### src/rtl/mem_responder.sv
// mem_responder: memory-side responder with programmable wait states for a unified I/D memory port.
//
// Ports:
//   clk            rising-edge clock
//   reset          asynchronous active-high reset
//   req            access request, sampled only while idle
//   we             1 = write, 0 = read (captured with req)
//   addr[31:0]     byte address (captured with req), word index = addr[DEPTH_LOG2+1:2]
//   wdata[31:0]    write data (captured with req)
//   rdata[31:0]    registered read data, valid with ready, held until the next read response
//   ready          one-cycle completion pulse
//   busy           high whenever an access is in flight
//   err            misaligned-access flag, valid with ready
//
// Optional feature: define MEM_RESPONDER_ALIGN_CHECK_EN to flag misaligned accesses
// (write suppressed, read returns 0, err=1). Without it err is constant 0.
module mem_responder #(
    parameter int DEPTH_LOG2 = 6,
    parameter int WAIT       = 2
) (
    input  logic        clk,
    input  logic        reset,
    input  logic        req,
    input  logic        we,
    input  logic [31:0] addr,
    input  logic [31:0] wdata,
    output logic [31:0] rdata,
    output logic        ready,
    output logic        busy,
    output logic        err
);
    localparam int DEPTH = 1 << DEPTH_LOG2;

    typedef enum logic [1:0] {ST_IDLE, ST_WAIT, ST_RESP} state_t;

    state_t                state_q, state_d;
    logic [3:0]            cnt_q, cnt_d;
    logic                  we_q, we_d;
    logic [DEPTH_LOG2-1:0] idx_q, idx_d;
    logic [31:0]           wdata_q, wdata_d;
    logic                  mis_q, mis_d;
    logic [31:0]           rdata_q, rdata_d;
    logic                  ready_q, ready_d;
    logic                  busy_q, busy_d;
    logic                  err_q, err_d;

    logic [31:0]           mem [DEPTH];
    logic [DEPTH_LOG2-1:0] idx_in;
    logic                  mis_in;
    logic                  unused_addr_bits;

    assign idx_in = addr[DEPTH_LOG2+1:2];
    // Upper bits alias the memory; the low two only matter with the alignment check.
    assign unused_addr_bits = ^{addr[31:DEPTH_LOG2+2], addr[1:0]};

`ifdef MEM_RESPONDER_ALIGN_CHECK_EN
    assign mis_in = addr[1:0] != 2'b00;
`else
    assign mis_in = 1'b0;
`endif

    always_comb begin
        state_d = state_q;
        cnt_d   = cnt_q;
        we_d    = we_q;
        idx_d   = idx_q;
        wdata_d = wdata_q;
        mis_d   = mis_q;
        rdata_d = rdata_q;
        ready_d = 1'b0;
        err_d   = 1'b0;
        case (state_q)
            ST_IDLE: begin
                if (req) begin
                    we_d    = we;
                    idx_d   = idx_in;
                    wdata_d = wdata;
                    mis_d   = mis_in;
                    state_d = (WAIT == 0) ? ST_RESP : ST_WAIT;
                    cnt_d   = 4'(WAIT);
                end
            end
            ST_WAIT: begin
                if (cnt_q == 4'd1) state_d = ST_RESP;
                else cnt_d = cnt_q - 4'd1;
            end
            default: state_d = ST_IDLE;
        endcase
        // Response outputs are registered on the edge entering RESP; the d-side
        // capture values cover the zero-wait path straight out of IDLE.
        if (state_d == ST_RESP && state_q != ST_RESP) begin
            ready_d = 1'b1;
            err_d   = mis_d;
            if (!we_d) rdata_d = mis_d ? 32'h0 : mem[idx_d];
        end
        busy_d = state_d != ST_IDLE;
    end

    always_ff @(posedge clk or posedge reset) begin
        if (reset) begin
            state_q <= ST_IDLE;
            cnt_q   <= 4'd0;
            we_q    <= 1'b0;
            idx_q   <= '0;
            wdata_q <= 32'h0;
            mis_q   <= 1'b0;
            rdata_q <= 32'h0;
            ready_q <= 1'b0;
            busy_q  <= 1'b0;
            err_q   <= 1'b0;
        end else begin
            state_q <= state_d;
            cnt_q   <= cnt_d;
            we_q    <= we_d;
            idx_q   <= idx_d;
            wdata_q <= wdata_d;
            mis_q   <= mis_d;
            rdata_q <= rdata_d;
            ready_q <= ready_d;
            busy_q  <= busy_d;
            err_q   <= err_d;
        end
    end

    // Write commits on the edge leaving RESP; an async reset drops the state to
    // IDLE first, so an abandoned write never lands. Contents are not reset.
    always_ff @(posedge clk) begin
        if (state_q == ST_RESP && we_q && !mis_q) mem[idx_q] <= wdata_q;
    end

    assign rdata = rdata_q;
    assign ready = ready_q;
    assign busy  = busy_q;
    assign err   = err_q;
endmodule

### config.mk
export PLATFORM = sky130hd
export DESIGN_NAME = mem_responder
export DESIGN_NICKNAME = d
export VERILOG_FILES = /design/src/rtl/mem_responder.sv
export SDC_FILE = /design/constraint.sdc
export NUM_CORES = 2
export LEC_CHECK = 0
export CORE_ASPECT_RATIO = 0.6
export CORE_MARGIN = 4
export CORE_UTILIZATION = 50
export CTS_BUF_LIST = sky130_fd_sc_hd__clkbuf_16
export CTS_CLUSTER_SIZE = 10
export DETAILED_ROUTE_END_ITERATION = 12
export MAX_ROUTING_LAYER = met4
export PLACE_DENSITY = 0.75
export SKIP_CTS_REPAIR_TIMING = 1
export SLEW_MARGIN = 40
export SYNTH_ARGS = -nofsm -noshare
export SYNTH_HDL_FRONTEND = slang
export SYNTH_SLANG_ARGS = --single-unit
### constraint.sdc
create_clock -name clk -period 3.2 [get_ports clk]
set_clock_uncertainty 0.15 [all_clocks]
set_input_delay 0.48 -clock clk [delete_from_list [all_inputs] [get_ports clk]]
set_output_delay 0.48 -clock clk [all_outputs]
set_load 0.01 [all_outputs]
### Word level (Yosys, flattened, before mapping)

Memory sizes are Yosys's and may differ from the RTL's.
Cells that the tools add are included.

| word-level totals | value |
|---|---|
| flip-flop bits (word level) | 81 |
| RAM bits | 2048 |
| bits of input ports | 68 |
| memories | 1 |

| cells by class | value |
|---|---|
| $add $sub $neg | 1 |
| equal/unequal tests | 7 |
| multiplexer cells | 17 |
| bitwise logic cells | 1 |
| reduce and logical (&&, ||, !) cells | 10 |

Memory list:

| name | depth | bits a word | read ports | clocked after Yosys merged registers in | write ports | line | text |
|---|---|---|---|---|---|---|---|
| mem | 64 | 32 | 1 | 0 | 1 | 47 | `logic [31:0] mem [DEPTH];` |

Operators with widths:

| kind | number |
|---|---|
| $mux 32 | 1 |
| $mux 6 | 2 |
| $mux 1 | 8 |
| $mux 4 | 2 |
| $pmux 4 s2 | 1 |
| $ne 2x2->1 const B | 3 |
| $eq 2x2->1 const B | 2 |
| $eq 4x1->1 const B | 1 |
| $mux 2 | 2 |
| $pmux 2 s2 | 1 |
| $reduce_and 2->1 | 2 |
| $reduce_bool 2->1 | 2 |
| $sub 4x1->4 const B | 1 |
| $logic_and 1x1->1 | 3 |
| $reduce_and 3->1 | 1 |
| $eq 2x1->1 const B | 1 |
| $logic_not 2->1 | 1 |
| $logic_not 1->1 | 1 |
| $not 1->1 | 1 |

### Longest topological paths before layout

| logic depth | value |
|---|---|
| word-level depth | 6 |
| depth in mapped cells | 15 |

### Least setup slack after synthesis

No wires, ideal clock.

| timing path | value |
|---|---|
| path kind | register -> register |
| start point | register state_q[0] |
| end point | memory mem[62][0], enable pin |
| setup time | 0.421 ns |
| arrival | 2.612 ns |
| required time | 2.629 ns |
| path slack | 0.017 ns |
| stages on the path, launching flop included | 7 |
| period minus slack after synthesis | 3.183 ns |
| cells stage by stage | dfrtp_1 buf_2 nor3b_1 nand2_1 nor2_1 nand3_1 nor2_1 |

| between the ends | value |
|---|---|
| cells in the longest elaborated chain, start to end | 5 |

Ends and longest elaborated chain:

| item | line | text |
|---|---|---|
| start, declared | 36 | `state_t state_q, state_d;` |
| start signal, assigned | 112 | `state_q <= state_d;` |
| $eq 2x2->1 | 128 | `if (state_q == ST_RESP && we_q && !mis_q) mem[idx_q] <= wdata_q;` |
| $logic_and 1x1->1 (2 in series) | 128 |  |
| $mux 1 | 128 |  |
| $mux 1 (implied by the code) | 128 |  |
| end, declared | 47 |  |

No other way between the ends.

### Worst setup path in the final report

| timing path | value |
|---|---|
| start point | register state_q[0] |
| end point | register rdata_q[28], in the netlist rdata[28] |

| between the ends | value |
|---|---|
| cells in the longest elaborated chain, start to end | 5 |

Ends and longest elaborated chain:

| item | line | text |
|---|---|---|
| branches (longest 5 deep; another with $mem_v2 64x32) | - |  |
| end signal, assigned | 118 | `rdata_q <= rdata_d;` |
| end, declared | 42 | `logic [31:0] rdata_q, rdata_d;` |

Parallel ways; which one is timed is not known.
A chain may end at the register's enable or synchronous reset.

==> run_results.csv <==
group,metric,value,unit
global_routing,grt_overflow_total,0,
cts,cts_root_buffer,"clkbuf_16",
logic_synthesis,synth_edf_count,2048,
die,core,0.164,mm2
cts,clkTransAtPathRegs,60,ps
setup_path,critPathMaxFanout,8,
setup_path,crit_arrival,3980,ps
drt,routed_wirelength,249000,um
power_and_ir_drop,leakagePower,35.1,nW
run_status,violations,"negative hold slack, negative setup slack",
die,start_util,0.504,
power_and_ir_drop,switching_share,0.344,
logic_synthesis,seq_area_frac_synth,0.770,
drt,drc,0,
logic_synthesis,synth_ff_type,"edfxtp_1",
setup_path,cp-end-kind,"flip-flop",
final_layout,layout_commonest_cell,"edfxtp_1",
die,die_h,323,um
setup_path,max_stage_delay,530,ps
power_and_ir_drop,ir_drop,1270,uV
die,ios,103,
logic_synthesis,netlist_instances,4933,
setup_path,worst_ep_required_time,3780,ps
timing,setup_viol,30,
logic_synthesis,yosysUniqueCellTypes,54,
cts,cts_buffers,239,
run_status,status,"finished, violations left",
global_routing,grt_pass1_vias,48800,
logic_synthesis,syn-num-nets,5003,
placement,dp_hpwl,144000,um
timing,period_needed,3400,ps
power_and_ir_drop,p_int,61.4,mW
global_routing,grt_pass1_wl,343000,um
global_routing,grt_usage,0.283,
timing,holdWs,-3.07,ps
cts,clk_latency,870,ps
final_layout,fill_cells,11000,
drt,avgViaCountPerCell,6.50,
power_and_ir_drop,power,93.6,mW
timing,finalHoldViolations,2,
setup_path,cp-start-kind,"flip-flop",
setup_path,crit_buf_inv,3,
setup_path,worstPathCellList,"or3b_4 -> a21oi_4 -> buf_12 -> clkinv_16 -> buf_6 -> mux2i_4 -> o22ai_1 -> or4_1 -> a22o_1 -> or3_4",
die,fp.dieArea,0.172,mm2
drt,wl_per_cell,31.6,um
timing,slew_violations,0,
timing,rsz0062_at_grt,"true",
timing,fin_crit_sh,1.06,
global_routing,grt_max_degree,66,
power_and_ir_drop,power_density,932,mW/mm2
placement,dp_cells,7433,
final_layout,layout_common_cells,"2,048 x edfxtp_1, 795 x mux2i_1, 582 x nand2_1",
flow_run,maxCapViolCount,0,
cts,cts_buffer_depth,4,
cts,numClockSinks,2129,
cts,ctsHtreeMaxLevel,4,
cts,cts_tree,"built",
timing,slew_headroom,0.366,
global_routing,grt_antenna_before_repair,8,
timing,worst_slack,-196,ps
placement,portBuffers,76,
placement,globalplace.congestion,0.916,
final_layout,area_growth,21.7,%
setup_path,crit_path_top_delay_cell,"or4_1",
final_layout,final_layout_size_suffix_gt1_frac,0.200,
timing,fmax,0.294,GHz
logic_synthesis,ys_async_sr_fraction,0.0380,
logic_synthesis,ys_ff_latch,2129,
power_and_ir_drop,power_frac_seq,0.407,
drt,dr.pass1.iters,5,
setup_path,crit_family,"simple AND/OR/NAND/NOR gates",
drt,ant_nets,0,
logic_synthesis,syn_area,0.0825,mm2
logic_synthesis,yosysWarningCount,0,
power_and_ir_drop,clockPowerShare,0.255,
logic_synthesis,avgSynthCellArea,16.7,um2
final_layout,fin_cells,7888,
power_and_ir_drop,switching_power,32.2,mW
hold_path,min_path_type,"in2reg",
die,fp.dieW,532,um
timing,worst_slew_pin_slew,951,ps
power_and_ir_drop,combPwrFrac,0.338,
final_layout,fin_nets,5657,
drt,drt-initial-drc-count,8907,
drt,via_count,51200,
setup_path,critPathKind,"reg2reg",
die,num_rows,115,
## power by group through the flow
stage | clock network, mW | registers, mW | logic [mW]
6_report | 23.9 | 38.1 | 31.7
2_1_floorplan | 0 | 37.3 | 13.8
4_1_cts | 23.9 | 37.8 | 27.5
3_5_place_dp | 0 | 38.4 | 27.3
3_3_place_gp | 0 | 38.2 | 26.7
5_1_grt | 25.2 | 38.1 | 32.7
## metal layers
| layer | GRT usage | share of wire | wire length (um) | up-vias |
|---|---|---|---|---|
| met5 | - | 0 | 0 | - |
| li1 | - | - | - | 20900 |
| met3 | 0.100 | 0.18 | 45100 | 559 |
| met4 | 0.0723 | 0.030 | 7450 | 0 |
| met1 | 0.413 | 0.38 | 94800 | 25400 |
| met2 | 0.376 | 0.41 | 102000 | 4417 |
## worst paths after layout
kind	from	to	slack (ps)	cells past startpoint
max	state_q[0]	rdata[28]	-200	10
min in group asynchronous	reset	wdata_q[30]	490	3
max in group asynchronous	reset	rdata[14]	1670	4
min reg2reg	rdata[0]	rdata[0]	400	2
min	wdata[30]	wdata_q[30]	-3	3
max reg2reg	state_q[0]	rdata[28]	-200	10
## synth_stat cells (4+ instances only)
| cell | instances | area, um2 |
|---|---|---|
| a211oi_1 | 82 | 616 |
| or4_1 | 32 | 240 |
| nand2b_1 | 6 | 37.5 |
| nor2_1 | 82 | 308 |
| a31oi_1 | 4 | 25.0 |
| a221oi_1 | 89 | 780 |
| nor2b_1 | 6 | 37.5 |
| o31ai_1 | 18 | 135 |
| nand4_1 | 13 | 81.3 |
| edfxtp_1 | 2048 | 61500 |
| buf_6 | 10 | 113 |
| a21oi_1 | 4 | 20.0 |
| o21ai_1 | 18 | 90.1 |
| a311oi_1 | 41 | 359 |
| nand2_1 | 588 | 2210 |
| nor3b_1 | 5 | 37.5 |
| inv_1 | 47 | 176 |
| dfrtp_1 | 81 | 2030 |
| o41a_1 | 18 | 203 |
| o21bai_1 | 18 | 135 |
| o41ai_1 | 19 | 166 |
| clkbuf_1 | 166 | 623 |
| a32oi_1 | 55 | 482 |
| a41o_1 | 13 | 130 |
| buf_1 | 21 | 78.8 |
| mux2i_1 | 830 | 8310 |
| buf_4 | 10 | 75.1 |
| buf_2 | 92 | 460 |
| nand3_1 | 209 | 1050 |
| o22ai_1 | 256 | 1600 |
| and4_1 | 18 | 158 |
## final cells by class
| cell class | instances | area (um2) | share of cell area |
|---|---|---|---|
| antenna | 5 | 12.5 | 0.000125 |
| tap | 2164 | 2710 | 0.0270 |
| sequential | 2129 | 63600 | 0.633 |
| timing repair inverter | 4 | 85.1 | 0.000847 |
| multi-input combinational | 2456 | 19000 | 0.190 |
| inverter | 49 | 211 | 0.00210 |
| timing repair buffer | 708 | 8170 | 0.0813 |
| clock inverter | 130 | 546 | 0.00543 |
| clock buffer | 243 | 6080 | 0.0605 |
## cell families after synthesis
| kind of cell | count (synthesis) | share of synthesized area |
|---|---|---|
| buffers and inverters | 348 | 0.0186 |
| AOI/OAI and AO/OA | 646 | 0.0585 |
| and+or+nand+nor | 976 | 0.0519 |
| DFF | 2129 | 0.770 |
| xor gates and xnor gates | 2 | 0.000212 |
| adders and majority gates | 2 | 0.000303 |
| muxes | 830 | 0.101 |
## worst register-to-register path, delay by kind of cell, from the launching register on
family,cells,cell delay (ps)
buf+inv,3,510
flops,1,400
simple gates,3,1340
mux,1,170
compound gates,3,710
## through the flow
step                      instance area, um2   util  setup slack [ps]  TNS (ps)  hold slack [ps]
after global routing                  100000  0.613              -217     -4480             7.29
after floorplan                        82500      -              16.7         0              325
final                                 100000  0.613              -196     -2640            -3.07
after CTS                              98200  0.599              -405     -5060            -70.8
after detailed placement               91600  0.559              -915    -21980              390
after global placement                 91600  0.559              -942    -20300              377
## registers in the layout, summed over array words and instances (netlist names)
name	cells
busy	1
cnt_q	4
err	1
idx_q	6
mem	2048
mis_q	1
rdata	32
ready	1
state_q	2
wdata_q	32
we_q	1
(Power assumes the default switching activity.)
